## config.mk

```make
export PLATFORM = sky130hd
export DESIGN_NAME = rect_loop_frame_loader
export DESIGN_NICKNAME = d
export VERILOG_FILES = /design/src/rtl/rect_loop_frame_loader.sv
export SDC_FILE = /design/constraint.sdc
export NUM_CORES = 1
export LEC_CHECK = 0
export BUFFER_PORTS_ARGS = -buffer_cell sky130_fd_sc_hd__buf_2
export CORE_ASPECT_RATIO = 1.25
export CORE_UTILIZATION = 45
export DETAILED_ROUTE_END_ITERATION = 16
export PLACE_DENSITY = 0.75
export SLEW_MARGIN = 20
export SYNTH_ARGS = -nofsm -noshare
export SYNTH_HDL_FRONTEND = slang
export SYNTH_SLANG_ARGS = --single-unit
```

## constraint.sdc

```tcl
create_clock -name clk -period 3.8 [get_ports clk]
set_input_delay 0 -clock clk [delete_from_list [all_inputs] [get_ports clk]]
set_output_delay 0 -clock clk [all_outputs]
set_load 0.02 [all_outputs]
```

## src/rtl/rect_loop_frame_loader.sv

```systemverilog
// Receive-side frame loader: turns a header beat plus packed body beats into one
// parameter word and a row-major bit matrix, then offers it through valid/ready.
module rect_loop_frame_loader #(
    parameter int MATRIX_ROW = 2,
    parameter int MATRIX_COL = 2,
    parameter int PARAM_W    = 12,
    parameter int BEAT_W     = 16
) (
    input  logic                             clk,
    input  logic                             reset,
    input  logic [BEAT_W-1:0]                in_data,
    input  logic                             in_valid,
    input  logic                             in_last,
    output logic                             in_ready,
    output logic [PARAM_W-1:0]               param_out,
    output logic [MATRIX_ROW*MATRIX_COL-1:0] m_out,
    output logic                             out_valid,
    input  logic                             out_ready,
    output logic                             err_pulse,
    output logic [7:0]                       err_cnt,
    output logic [15:0]                      frame_cnt
);

    // state | meaning
    // HDR   | waiting for the parameter beat
    // BODY  | collecting matrix beats, beat_idx_q counts them
    // DRAIN | long frame seen, discarding beats up to in_last
    // HOLD  | frame complete, offered to the core until out_ready

    localparam int MW     = MATRIX_ROW * MATRIX_COL;
    localparam int NBEATS = (MW + BEAT_W - 1) / BEAT_W;
    localparam int IDX_W  = (NBEATS > 1) ? $clog2(NBEATS) : 1;
    localparam logic [IDX_W-1:0] LAST_IDX = IDX_W'(NBEATS - 1);

    typedef enum logic [1:0] {
        HDR   = 2'd0,
        BODY  = 2'd1,
        DRAIN = 2'd2,
        HOLD  = 2'd3
    } state_t;

    state_t             state_q;
    logic [IDX_W-1:0]   beat_idx_q;
    logic [PARAM_W-1:0] param_q;
    logic [MW-1:0]      m_q;
    logic [MW-1:0]      m_d;
    logic               valid_q;
    logic               err_q;
    logic [7:0]         err_cnt_q;
    logic [15:0]        frame_cnt_q;
    logic               accept;

    function automatic logic [7:0] sat_inc(input logic [7:0] v);
        return (v == 8'hFF) ? v : v + 8'd1;
    endfunction

    assign in_ready = (state_q != HOLD);
    assign accept   = in_valid && in_ready;

    // Merge the current beat into its slice; bits past MW in the final beat fall away.
    always_comb begin
        m_d = m_q;
        for (int b = 0; b < NBEATS; b++) begin
            if (beat_idx_q == IDX_W'(b)) begin
                for (int k = 0; k < BEAT_W; k++) begin
                    if (b * BEAT_W + k < MW) begin
                        m_d[b * BEAT_W + k] = in_data[k];
                    end
                end
            end
        end
    end

    always_ff @(posedge clk) begin
        if (!reset) begin
            state_q     <= HDR;
            beat_idx_q  <= '0;
            param_q     <= '0;
            m_q         <= '0;
            valid_q     <= 1'b0;
            err_q       <= 1'b0;
            err_cnt_q   <= '0;
            frame_cnt_q <= '0;
        end else begin
            err_q <= 1'b0;
            case (state_q)
                HDR: begin
                    if (accept) begin
                        param_q    <= in_data[PARAM_W-1:0];
                        beat_idx_q <= '0;
                        if (in_last) begin
                            err_q     <= 1'b1;
                            err_cnt_q <= sat_inc(err_cnt_q);
                        end else begin
                            state_q <= BODY;
                        end
                    end
                end
                BODY: begin
                    if (accept) begin
                        m_q <= m_d;
                        if (beat_idx_q == LAST_IDX) begin
                            if (in_last) begin
                                state_q <= HOLD;
                                valid_q <= 1'b1;
                            end else begin
                                err_q     <= 1'b1;
                                err_cnt_q <= sat_inc(err_cnt_q);
                                state_q   <= DRAIN;
                            end
                        end else if (in_last) begin
                            err_q     <= 1'b1;
                            err_cnt_q <= sat_inc(err_cnt_q);
                            state_q   <= HDR;
                        end else begin
                            beat_idx_q <= beat_idx_q + 1'b1;
                        end
                    end
                end
                DRAIN: begin
                    if (accept && in_last) begin
                        state_q <= HDR;
                    end
                end
                HOLD: begin
                    if (out_ready) begin
                        valid_q     <= 1'b0;
                        frame_cnt_q <= frame_cnt_q + 16'd1;
                        state_q     <= HDR;
                    end
                end
                default: state_q <= HDR;
            endcase
        end
    end

    assign param_out = param_q;
    assign m_out     = m_q;
    assign out_valid = valid_q;
    assign err_pulse = err_q;
    assign err_cnt   = err_cnt_q;
    assign frame_cnt = frame_cnt_q;

endmodule
```

==> impl_summary.log <==
INFO  metric status = completed
INFO  metric power_switching_share = 23.5%
INFO  metric hold-path-cell-count = 2
INFO  metric final.setup.tns = 0 ns
INFO  metric flops_latches_synth = 45
INFO  metric core_region_area = 0.00416 mm2
INFO  metric cts_setup_buffers = 0
INFO  metric grt_pass1_vias = 1,704
INFO  metric ctsHtreeMaxLevel = 2
INFO  metric insertion_delay = 0.29 ns
INFO  metric synth_ff_type = dfxtp_1
INFO  metric cp-startpoint = state_q[0]
INFO  metric initial_core_utilization = 48.1%
INFO  metric ios = 64
INFO  metric synth_sequential_area_ratio = 45.0%
INFO  metric grt_start_max_net_pins = 26
INFO  metric layout_worst_path_cycle_share = 62.1%
INFO  metric grt-ovfl-total = 0
INFO  metric drv_cap = 0
INFO  metric drt_wl_total = 4520 um
INFO  metric remaining_drc_errors = 0
INFO  metric placementRows = 26
INFO  metric power.leakage = 1.06 nW
INFO  metric synth.net_count = 261
INFO  metric worst_r2r_startpoint = state_q[0]
INFO  metric first_pass_iters = 4
INFO  metric combinationalPowerShare = 10.5%
INFO  metric r2r_cells = 4
INFO  metric fmaxAchievable = 424 MHz
INFO  metric clock_tree.root_cell = clkbuf_8
INFO  metric die-area = 0.00472 mm2
INFO  metric diodes = 0
INFO  metric grt_antenna_before_repair = 0
INFO  metric routabilityCongestion = 0.792
INFO  metric ys_async_sr_fraction = 0%
INFO  metric area.growth.synth_to_final = 26.8%
INFO  metric worst-r2r-setup-slack = 1.44 ns
INFO  metric post_cts_resize_count = 0
INFO  metric die_h = 76.6 um
INFO  metric internal_power = 0.000741 W
INFO  metric worstPathMaxFanout = 25
INFO  metric synth_fa_ha_area_share = 3.13%
INFO  metric buffer_ports.inserted = 59
INFO  metric detailedRoute.firstIterationViolations = 89
INFO  metric worstHoldPathType = input port to flip-flop
INFO  metric synth-xor-area-share = 3.94%
INFO  metric final_max_slew_viol_count = 0
INFO  metric worst-endpoint-arrival = 2.53 ns
INFO  metric syn_avg_cell_area = 8.52 um2
INFO  metric worstSetupStartpointType = flip-flop
INFO  metric clk_transition_reported_paths = 0.08 ns
INFO  metric setup_repair_after_global_routing_missed_its_margin = no
INFO  metric syn-cell-area = 0.00200 mm2
INFO  metric post_synth_and_or_nand_nor_area_fraction = 23.2%
INFO  metric hold_fails_final_rpt = 0
INFO  metric worst-setup-path-type = flip-flop to flip-flop
INFO  metric power.sequential.fraction = 51.4%
INFO  metric worst_vdd_drop = 0.000278 V
INFO  metric post_synth_inst_count = 235
INFO  metric synth.area.mux_share = 3.50%
INFO  metric routed-via-count = 1,888
INFO  metric r2r_end = frame_cnt[11]
INFO  metric synth_compound_gate_area_share = 16.3%
INFO  metric slew_headroom = 48.9%
INFO  metric final_period_minus_worst_setup_slack = 2.36 ns
INFO  metric clock_sink_count = 45
INFO  metric max-clock-path-buffers = 2
INFO  metric power_per_cell_area = 382 mW/mm2
INFO  metric tritoncts = yes
INFO  metric setup.worst_path.end_class = flip-flop
INFO  metric power.switching = 0.000228 W
INFO  metric post_route_cells_drive_above_1_share = 22.5%
INFO  metric dp_hpwl = 2990 um
INFO  metric max_slew.worst_pin.slew = 0.764 ns
INFO  metric num-nets-final = 327
INFO  metric die_x = 61.7 um
INFO  metric yosys_warnings = 0
INFO  metric route.antenna.remaining_nets = 0
INFO  metric final_setup_fails = 0
INFO  metric post_cts_hold_buffer_count = 12
INFO  metric crit_required = 3.97 ns
INFO  metric route.detailed.wl_per_inst = 12.6 um
INFO  metric yosysUniqueCellTypes = 37
INFO  metric worst_clock_skew = 0.00356 ns
INFO  metric tritoncts_buffers = 5
INFO  metric route.detailed.vias_per_inst = 5.27
INFO  metric grt_first_pass_wirelength = 7450 um
INFO  metric crit_path_end = frame_cnt[11]
INFO  metric synth_enable_flop_cells = 0
INFO  metric synth_top_family_by_area = simple AND/OR/NAND/NOR gates
INFO  metric total_power = 0.000969 W
INFO  metric share_of_total_power_in_the_clock_network = 38.1%
INFO  metric grt_usage = 20.2%
-- power by group through the flow --
stage	sequential [W]	clock [W]	combinational, W
6_report	0.000497	0.000369	0.000102
5_1_grt	0.000501	0.000396	0.000113
4_1_cts	0.000497	0.000377	0.000101
3_5_place_dp	0.000509	0	0.0000916
3_3_place_gp	0.000508	0	0.0000901
2_1_floorplan	0.000519	0	0.0000539
-- synthesized netlist by cell type (5+ instances only) --
master,number,area share (%)
a21oi_1,24,6.0
or3_1,6,1.9
nor2_1,24,4.5
nand3_1,11,2.7
inv_1,7,1.3
ha_1,5,3.1
nor3_1,8,2.0
nor4_1,5,1.6
mux2i_1,7,3.5
o21ai_0,17,4.2
nand2_1,24,4.5
clkbuf_1,9,1.7
dfxtp_1,45,45
xnor2_1,7,3.1
-- cell families after synthesis --
family	after synthesis
AND/OR/NAND/NOR	94
AO/OA/AOI/OAI	55
flip-flops	45
buffers and inverters	20
XOR/XNOR	9
multiplexers	7
adder cells (fa/ha/maj)	5
-- sequential cells by signal, indices dropped and copies added, names as in the netlist --
register	flops
err_pulse	1
param_out	12
state_q	2
out_valid	1
err_cnt	8
beat_idx_q	1
frame_cnt	16
m_out	4
-- worst max-delay path, stage by stage (launching register included) --
cell and delay, ns:
dfxtp_1 0.80, nand3_1 0.47, or3_1 0.50, o311ai_0 0.34, o41ai_1 0.13
-- routing by layer --
layer	vias to the layer above	part of all wire [%]	GRT usage, %
met4	0	0.89	5.11
met1	881	44	25.4
li1	960	-	-
met2	41	51	33.8
met5	-	0	0
met3	6	3.9	4.75
-- placed cells by master, fill, tap and decap left out, drive strengths merged, types with 2 or more instances in the layout --
| master | synthesis | layout |
|---|---|---|
| a21oi | 24 | 24 |
| nor4 | 5 | 5 |
| buf | 4 | 60 |
| clkbuf | 9 | 7 |
| nor3 | 8 | 8 |
| xnor2 | 7 | 7 |
| nand2b | 5 | 5 |
| o31ai | 2 | 2 |
| and4 | 2 | 2 |
| nand3 | 11 | 11 |
| nand2 | 24 | 24 |
| o21ai | 17 | 17 |
| o311a | 2 | 2 |
| mux2i | 7 | 7 |
| a22oi | 2 | 2 |
| ha | 5 | 5 |
| or3 | 6 | 6 |
| inv | 7 | 7 |
| nand4 | 4 | 4 |
| dlygate4sd3 | 0 | 12 |
| nor2 | 24 | 24 |
| xor2 | 2 | 2 |
| dfxtp | 45 | 45 |
-- final cells by class --
class / count / area (um2)
well taps: 56 / 70.1
inverters: 7 / 26.3
fillers: 397 / 1630
multi-input cells: 170 / 1000
repair buffers: 72 / 423
clock buffers: 7 / 86.3
flip-flops and latches: 45 / 901
clock inverters: 1 / 30.0
-- how the worst min path moves through the flow --
stage          slack [ns]       endpoint        start
5_1_grt              0.02     err_cnt[7]        reset
3_3_place_gp         0.24   param_out[8]   in_data[8]
6_report             0.02     err_cnt[4]        reset
3_5_place_dp         0.24  param_out[11]  in_data[11]
2_1_floorplan        0.14   param_out[0]   in_data[0]
4_1_cts              0.01      out_valid      in_last
-- through the flow --
| step | cell area (um2) | utilization (%) | std cells | worst slack [ns] | hold WS [ns] |
|---|---|---|---|---|---|
| 2_1_floorplan | 2000 | - | 235 | 2.04 | 0.136 |
| 3_3_place_gp | 2300 | 55.3 | 338 | 1.51 | 0.242 |
| 3_5_place_dp | 2300 | 55.3 | 338 | 1.48 | 0.245 |
| 4_1_cts | 2540 | 61.0 | 358 | 1.45 | 0.0111 |
| 5_1_grt | 2540 | 61.0 | 358 | 1.18 | 0.0161 |
| 6_report | 2540 | 61.0 | 358 | 1.44 | 0.0172 |
Power figures use the tool's default switching activity.
